==> src/rtl/memory_arbiter_pkg.sv <==
// Shared types for the memory arbiter: FSM state encoding and port index constants.
package memory_arbiter_types;

  typedef enum logic [1:0] {StIdle, StIssue, StWait} arbiter_state_t;

  localparam logic ARB_PORT_IMEM = 1'b0;
  localparam logic ARB_PORT_DMEM = 1'b1;

endpackage

==> src/rtl/memory_arbiter_select.sv <==
// Combinational winner pick for the memory arbiter.
// MEMORY_ARBITER_ROUND_ROBIN_EN selects round-robin ties; otherwise dmem wins ties.
module arbiter_select
  import memory_arbiter_types::*;
(
  input  logic [1:0] req_i,
  input  logic       last_i,
  output logic       winner_o
);

`ifdef MEMORY_ARBITER_ROUND_ROBIN_EN
  always_comb begin
    unique case (req_i)
      2'b01:   winner_o = ARB_PORT_IMEM;
      2'b10:   winner_o = ARB_PORT_DMEM;
      2'b11:   winner_o = ~last_i;
      default: winner_o = ARB_PORT_IMEM;
    endcase
  end
`else
  logic unused_last;
  assign unused_last = last_i;

  always_comb begin
    winner_o = req_i[ARB_PORT_DMEM] ? ARB_PORT_DMEM : ARB_PORT_IMEM;
  end
`endif

endmodule

==> src/rtl/memory_arbiter.sv <==
// Two-to-one arbiter sharing one line-wide memory port between icache and dcache.
// Define MEMORY_ARBITER_ROUND_ROBIN_EN for round-robin ties (default: fixed dmem priority).
module memory_arbiter
  import memory_arbiter_types::*;
#(
  parameter int unsigned ADDR_SIZE = 32,
  parameter int unsigned LINE_SIZE = 256
) (
  input  logic                 clk_i,
  input  logic                 reset_i,
  input  logic [ADDR_SIZE-1:0] imem_addr_i,
  input  logic [LINE_SIZE-1:0] imem_wr_data_i,
  input  logic                 imem_write_i,
  input  logic                 imem_valid_i,
  output logic [LINE_SIZE-1:0] imem_rd_data_o,
  output logic                 imem_ready_o,
  input  logic [ADDR_SIZE-1:0] dmem_addr_i,
  input  logic [LINE_SIZE-1:0] dmem_wr_data_i,
  input  logic                 dmem_write_i,
  input  logic                 dmem_valid_i,
  output logic [LINE_SIZE-1:0] dmem_rd_data_o,
  output logic                 dmem_ready_o,
  output logic [ADDR_SIZE-1:0] mem_addr_o,
  output logic [LINE_SIZE-1:0] mem_wr_data_o,
  output logic                 mem_write_o,
  output logic                 mem_valid_o,
  input  logic [LINE_SIZE-1:0] mem_rd_data_i,
  input  logic                 mem_ready_i
);

  arbiter_state_t state_q, state_d;
  logic           owner_q, owner_d;
  logic           winner;
  logic           sel_last;

`ifdef MEMORY_ARBITER_ROUND_ROBIN_EN
  logic last_q, last_d;

  // Reset to dmem so imem wins the first tie.
  always_ff @(posedge clk_i or posedge reset_i) begin
    if (reset_i) begin
      last_q <= ARB_PORT_DMEM;
    end else begin
      last_q <= last_d;
    end
  end

  always_comb begin
    last_d = last_q;
    if (state_q == StWait && mem_ready_i) begin
      last_d = owner_q;
    end
  end

  assign sel_last = last_q;
`else
  assign sel_last = ARB_PORT_DMEM;
`endif

  arbiter_select u_select (
    .req_i    ({dmem_valid_i, imem_valid_i}),
    .last_i   (sel_last),
    .winner_o (winner)
  );

  always_ff @(posedge clk_i or posedge reset_i) begin
    if (reset_i) begin
      state_q <= StIdle;
      owner_q <= ARB_PORT_IMEM;
    end else begin
      state_q <= state_d;
      owner_q <= owner_d;
    end
  end

  always_comb begin
    state_d = state_q;
    owner_d = owner_q;
    unique case (state_q)
      StIdle: begin
        if ((imem_valid_i || dmem_valid_i) && mem_ready_i) begin
          owner_d = winner;
          state_d = StIssue;
        end
      end
      StIssue: begin
        if (!mem_ready_i) begin
          state_d = StWait;
        end
      end
      StWait: begin
        if (mem_ready_i) begin
          state_d = StIdle;
        end
      end
      default: state_d = StIdle;
    endcase
  end

  // Non-owner sees ready=1 while busy so a pending request is held, not advanced.
  always_comb begin
    mem_valid_o    = (state_q == StIssue);
    mem_addr_o     = '0;
    mem_wr_data_o  = '0;
    mem_write_o    = 1'b0;
    imem_ready_o   = mem_ready_i;
    dmem_ready_o   = mem_ready_i;
    imem_rd_data_o = '0;
    dmem_rd_data_o = '0;
    if (state_q != StIdle) begin
      if (owner_q == ARB_PORT_DMEM) begin
        mem_addr_o     = dmem_addr_i;
        mem_wr_data_o  = dmem_wr_data_i;
        mem_write_o    = dmem_write_i;
        dmem_rd_data_o = mem_rd_data_i;
        imem_ready_o   = 1'b1;
      end else begin
        mem_addr_o     = imem_addr_i;
        mem_wr_data_o  = imem_wr_data_i;
        mem_write_o    = imem_write_i;
        imem_rd_data_o = mem_rd_data_i;
        dmem_ready_o   = 1'b1;
      end
    end
  end

endmodule

==> config.mk <==
export PLATFORM = sky130hd
export DESIGN_NAME = memory_arbiter
export DESIGN_NICKNAME = d
export VERILOG_FILES = /design/src/rtl/memory_arbiter_pkg.sv /design/src/rtl/memory_arbiter_select.sv /design/src/rtl/memory_arbiter.sv
export SDC_FILE = /design/constraint.sdc
export NUM_CORES = 1
export LEC_CHECK = 0
export CAP_MARGIN = 15
export CORE_AREA = 2 2 636 638
export CTS_CLUSTER_SIZE = 20
export DETAILED_ROUTE_END_ITERATION = 6
export DIE_AREA = 0 0 638 640
export HOLD_SLACK_MARGIN = 0.02
export PLACE_DENSITY_LB_ADDON = 0.3
export SLEW_MARGIN = 5
export SYNTH_ARGS = -nofsm -noshare
export SYNTH_HDL_FRONTEND = slang
export SYNTH_SLANG_ARGS = --single-unit
export TNS_END_PERCENT = 10
==> constraint.sdc <==
create_clock -name clk_i -period 5.4 [get_ports clk_i]
set_input_delay 1.62 -clock clk_i [delete_from_list [all_inputs] [get_ports clk_i]]
set_output_delay 1.62 -clock clk_i [all_outputs]
set_load 0.02 [all_outputs]
==> results of run 1 <==
==> per-layer routing <==
| layer | up-vias | share of wire [%] | track usage [%] |
|---|---|---|---|
| li1 | 7331 | - | - |
| met1 | 8189 | 32 | 15.43 |
| met2 | 1614 | 52 | 30.89 |
| met3 | 820 | 13 | 9.811 |
| met4 | 238 | 1.9 | 1.542 |
| met5 | - | 0.44 | 0 |
==> state kept, by name, summed over array words and instances (netlist names) <==
register  cells
owner_q       1
state_q       2
==> stage by stage <==
stage	power, mW	hold slack, ns
2_1_floorplan	3.215	0.5311
6_report	8.053	0.6486
5_1_grt	8.499	0.7020
4_1_cts	8.349	0.6466
3_3_place_gp	8.203	0.6276
3_5_place_dp	8.192	0.6382
==> power by group through the flow <==
stage / Sequential [mW] / Clock [mW] / Combinational, mW
2_1_floorplan: 0.0310 / 0 / 3.18
3_5_place_dp: 0.0880 / 0 / 8.10
6_report: 0.0827 / 0.117 / 7.85
5_1_grt: 0.0891 / 0.122 / 8.29
4_1_cts: 0.0878 / 0.119 / 8.14
3_3_place_gp: 0.0894 / 0 / 8.11
==> critical path: stages <==
cell and delay, ns:
clkdlybuf4s50_1 0.58, mux2i_1 0.14, nor2_1 0.45, clkdlybuf4s50_1 0.72
==> cells in the mapped netlist <==
library cell / instances / area share [%]
nor2_1: 291 / 13
mux2i_1: 289 / 35
and2_1: 256 / 19
and3_1: 256 / 19
clkbuf_1: 44 / 2.0
buf_2: 29 / 1.8
buf_6: 27 / 3.7
clkbuf_2: 23 / 1.4
buf_4: 21 / 1.9
buf_1: 6 / 0.27
dfrtp_1: 3 / 0.91
a21o_1: 1 / 0.091
a32o_1: 1 / 0.12
inv_1: 1 / 0.045
nor2b_1: 1 / 0.076
nor3_1: 1 / 0.061
nor3b_1: 1 / 0.091
o21ba_4: 1 / 0.20
or2_1: 1 / 0.076
or2_2: 1 / 0.076
or4bb_1: 1 / 0.14
xnor2_1: 1 / 0.11
==> cell type report <==
class                           instances  area, um2  area share (%)
Inverter                                1      3.754         0.01230
Antenna cell                           43      107.6          0.3525
Sequential cell                         3      78.83          0.2582
Clock buffer                            4      78.83          0.2582
Tap cell                             5287       6615           21.67
Timing Repair Buffer                 1677      16360           53.59
Multi-Input combinational cell       1102       7283           23.86
==> logic make-up (layout without fill, tap and decap cells) <==
| kind of cell | count (synthesis) | after routing |
|---|---|---|
| compound gates | 3 | 3 |
| buf+inv | 151 | 1682 |
| flops | 3 | 3 |
| simple gates | 809 | 809 |
| xor+xnor | 1 | 1 |
| other cells | 0 | 43 |
| mux | 289 | 289 |
==> how the worst min path moves through the flow <==
stage | to | startpoint | depth (start not counted) | slack [ns]
4_1_cts | state_q[0]$_DFFE_PP0P_ | state_q[1]$_DFFE_PP0P_ | 1 | 0.65
6_report | state_q[0]$_DFFE_PP0P_ | state_q[1]$_DFFE_PP0P_ | 1 | 0.65
3_5_place_dp | state_q[0]$_DFFE_PP0P_ | state_q[1]$_DFFE_PP0P_ | 1 | 0.64
5_1_grt | state_q[0]$_DFFE_PP0P_ | state_q[1]$_DFFE_PP0P_ | 1 | 0.70
3_3_place_gp | state_q[0]$_DFFE_PP0P_ | state_q[1]$_DFFE_PP0P_ | 1 | 0.63
2_1_floorplan | state_q[0]$_DFFE_PP0P_ | state_q[1]$_DFFE_PP0P_ | 1 | 0.53
==> flow_summary.yaml, run 1 <==
cells_and_area:
  fin_area_um2: 30530
  final_cell_count_no_fill: 8117
  drive_gt1_share_pct: 9.616
  final_util_pct: 7.605
  area_growth_pct: 269.5
  final_common_cell: "clkdlybuf4s50_1"
  nets: 3627
  final_cell_mix: "1417 x clkdlybuf4s50_1, 290 x nor2_1, 289 x mux2i_1"
  fillCellCount: 47060
floorplan:
  die_area_um2: 408300
  ios: 1643
  initial_core_util_pct: 2.058
  rows: 233
  die_h_um: 640
  die_x_um: 638
  core_area_um2: 401400
critical_path:
  endpoint_kind: "output pin"
  rr_worst_depth: 2
  rrSetupSlack_ns: 4.07
  cp_max_fo: 1
  crit_type: "in2out"
  regToRegEndpoint: "owner_q$_DFFE_PP0P_"
  arrival_ns: 3.53
  reg2reg_from: "state_q[0]$_DFFE_PP0P_"
  critPathLaunch: "dmem_wr_data_i[200]"
  start_kind: "primary input"
  endpoint: "mem_wr_data_o[200]"
  critPathRequiredTime_ns: 3.78
route:
  via_count: 18190
  drc: 0
  viasPerCell: 2.241
  wl_mm: 348.0
  drtIter0Drc: 993
  drtAntennaViolNets: 0
  drt-pass1-iter-count: 5
  wl_per_cell_um: 42.87
sta:
  finClkSkew_ns: 0.004765
  setup_viol: 0
  rsz0062_at_grt: "no"
  slew_headroom_pct: 44.08
  fmax_ghz: 0.1942
  finalWorstSetupSlack_ns: 0.2511
  timing.final.crit_period_ns: 5.149
  drv_slew: 0
  worst_pin_slew_ns: 0.8388
  hold_violations: 0
  post-route-period-util_pct: 95.35
  tns_ns: 0
hold_path:
  hold_path_class: "reg2reg"
synth:
  synth_area_um2: 8262
  synth_top_family_by_area: "simple AND/OR/NAND/NOR gates"
  synth_compound_area_share_pct: 0.4089
  synth_warnings: 0
  synth_fa_ha_area_share_pct: 0
  synth_xor_area_share_pct: 0.1060
  synth-seq-cells: 3
  syn_inst: 1256
  avgSynthCellArea_um2: 6.578
  synthDistinctLibCells: 22
  ys_seq_area_share_pct: 0.9087
  synthMuxAreaShare_pct: 35.01
  yosys.area_share.simple_pct: 52.51
  syn-num-nets: 2095
clock_network:
  ctsHtreeMaxLevel: 1
  cts_buffer_depth: 2
  cts.sinks: 3
  cts_buffers: 3
  cts_hold_buf: 0
  cts_resized: 0
  cts_tree: "built"
  cts_root_buffer: "clkbuf_16"
  cts_setup_buffers: 0
  clkLatencyLatePin_ns: 0.23
  path_clk_slew_ns: 0.03
power_and_ir_drop:
  p_sw_share_pct: 62.34
  peakVddDrop_mv: 0.1156
  powerDensity_nw_per_um2: 263.8
  p_leak_nw: 11.36
  p_sw_mw: 5.020
  intPower_mw: 3.032
  p_clk_share_pct: 1.5
  combPwrFrac_pct: 97.5
  p_seq_share_pct: 1.0
placement:
  dp_hpwl_mm: 332.4
  dpl-instance-area_um2: 30340
  pre_cts_ws_ns: 0.1059
  gp_congestion: 0.9123
  io_buffers: 1642
  dp_cells: 8070
global_routing:
  antenna_found_initial: 466
  overflow: 0
  grtUsageTotal_pct: 16.33
  grt_max_degree: 108
  grt_pass1_wl_mm: 386.2
  grt_pass1_vias: 17080
run:
  drv_cap: 0
run_status:
  status: "finished clean"
Note: power is estimated with default switching activity, not from simulation.
==> run 2, diff against run 1 <==
--- a/config.mk
+++ b/config.mk
@@ -15,5 +15,6 @@
 export SLEW_MARGIN = 5
 export SYNTH_ARGS = -nofsm -noshare
 export SYNTH_HDL_FRONTEND = slang
+export SYNTH_HIERARCHICAL = 1
 export SYNTH_SLANG_ARGS = --single-unit
 export TNS_END_PERCENT = 10
==> run 2 against run 1 <==
Against the previous run:
- first-iteration DRC count rose by 8.4%
- utilization unchanged
- non-clock buffer count decreased by 3
- hold slack got worse by 0.047 ns
- synthesized cell count is essentially flat
- sequential share of layout area unchanged
- final cell count barely moved
- synthesized area is 0.12% higher
- wire length rose by 0.82%
==> flow_summary.yaml, run 2 <==
route:
  drtAntennaViolNets: 0
  wl_per_cell_um: 43.19
  via_count: 18030
  drc: 0
  drtIter0Drc: 1076
  viasPerCell: 2.219
  drt-pass1-iter-count: 7
  wl_met1_mm: 113.0
  wl_mm: 350.8
  highest_layer: "met5"
  wl_met3_mm: 44.12
  route.met2.wl_mm: 183.6
global_routing:
  grt_max_degree: 125
  grt_pass1_vias: 17060
  antenna_found_initial: 451
  grtUsageTotal_pct: 16.47
  grt_pass1_wl_mm: 387.3
  overflow: 0
critical_path:
  rr_worst_depth: 3
  endpoint_kind: "output pin"
  path_depth: 4
  critPathMaxStageDelay_ns: 0.75
  start_kind: "primary input"
  critPathTopFamily: "buffers and inverters"
  cp_max_fo: 1
  cp_cell_sequence: "clkdlybuf4s50_1 > mux2i_1 > nor2_1 > clkdlybuf4s50_1"
  cp_common_cell: "clkdlybuf4s50_1"
  arrival_ns: 3.54
  cp_num_buf_inv: 2
  critPathSlowestCell: "clkdlybuf4s50_1"
  critPathRequiredTime_ns: 3.78
  crit_type: "in2out"
power_and_ir_drop:
  p_sw_mw: 5.211
  combPwrFrac_pct: 97.6
  power_mw: 8.270
  powerDensity_nw_per_um2: 270.9
  p_leak_nw: 11.30
  p_sw_share_pct: 63.01
  p_seq_share_pct: 0.9
  intPower_mw: 3.059
  peakVddDrop_mv: 0.1525
  p_clk_share_pct: 1.4
cells_and_area:
  final_cell_count_no_fill: 8122
  final_common_cell: "clkdlybuf4s50_1"
  final_cell_mix: "1397 x clkdlybuf4s50_1, 290 x nor2_1, 289 x mux2i_1"
  largest_register_ffs: 2
  final_util_pct: 7.605
  fin_area_um2: 30530
  nets: 3624
  largest-register: "state_q"
  area_growth_pct: 269.1
  reg_top3: "state_q x2, owner_q x1"
  drive_gt1_share_pct: 10.24
floorplan:
  rows: 233
  die_x_um: 638
  initial_core_util_pct: 2.061
  die_h_um: 640
  die_area_um2: 408300
  ios: 1643
  core_area_um2: 401400
sta:
  fmax_ghz: 0.1939
  finClkSkew_ns: 0.002210
  slew_headroom_pct: 48.79
  post-route-period-util_pct: 95.53
  tns_ns: 0
  timing.final.crit_period_ns: 5.158
  setup_viol: 0
  worst_pin_slew_ns: 0.7468
  hold_violations: 0
  rsz0062_at_grt: "no"
  drv_slew: 0
clock_network:
  cts_buffers: 3
  cts_setup_buffers: 0
  cts_hold_buf: 0
  clkLatencyLatePin_ns: 0.23
  cts_resized: 0
  cts.sinks: 3
  ctsHtreeMaxLevel: 1
  path_clk_slew_ns: 0.03
  cts_tree: "built"
  cts_buffer_depth: 2
  cts_root_buffer: "clkbuf_16"
synth:
  synth_area_um2: 8272
  synth_warnings: 6
  syn_inst: 1257
  syn-num-nets: 2096
  avgSynthCellArea_um2: 6.580
run:
  drv_cap: 0
placement:
  io_buffers: 1642
  dpl-instance-area_um2: 30320
  dp_cells: 8067
  gp_congestion: 0.9207
  dp_hpwl_mm: 334.8
run_status:
  status: "finished clean"
hold_path:
  hold_path_depth: 1
  hold_path_class: "reg2reg"
-- run 2: area by class of cell --
class / count / area (um2)
Clock buffer: 4 / 78.83
Fill cell: 47080 / 370900
Inverter: 1 / 3.754
Sequential cell: 3 / 78.83
Multi-Input combinational cell: 1102 / 7276
Tap cell: 5287 / 6615
Antenna cell: 51 / 127.6
Timing Repair Buffer: 1674 / 16350
-- run 2: worst paths after layout --
kind / start / slack, ns / endpoint
setup reg to reg: state_q[0]$_DFFE_PP0P_ / 3.81 / owner_q$_DFFE_PP0P_
max in group asynchronous: reset_i / 3.67 / owner_q$_DFFE_PP0P_
hold / removal: state_q[1]$_DFFE_PP0P_ / 0.60 / state_q[0]$_DFFE_PP0P_
hold reg to reg: state_q[1]$_DFFE_PP0P_ / 0.60 / state_q[0]$_DFFE_PP0P_
min in group asynchronous: reset_i / 1.58 / state_q[1]$_DFFE_PP0P_
setup / recovery: dmem_wr_data_i[174] / 0.24 / mem_wr_data_o[174]
-- run 2: layer usage --
layer | up-vias | global-route usage [%]
met2 | 1600 | 31.42
met3 | 812 | 9.390
met1 | 8078 | 15.36
met5 | - | 0
li1 | 7329 | -
met4 | 206 | 2.366
-- run 2: per-stage QoR --
stage | hold slack [ns] | worst slack (ns)
CTS | 0.5858 | 0.1886
detailed placement | 0.5807 | 0.1887
finish | 0.6019 | 0.2416
floorplan | 0.4847 | 1.819
global route | 0.6211 | 0.2561
global placement | 0.5637 | 0.1837
-- run 2: power groups by stage --
| stage | Sequential, mW | Clock [mW] | Combinational, mW |
|---|---|---|---|
| 4_1_cts | 0.0857 | 0.120 | 8.40 |
| 2_1_floorplan | 0.0301 | 0 | 3.25 |
| 3_3_place_gp | 0.0867 | 0 | 8.38 |
| 5_1_grt | 0.0849 | 0.123 | 8.52 |
| 3_5_place_dp | 0.0858 | 0 | 8.37 |
| 6_report | 0.0786 | 0.120 | 8.07 |
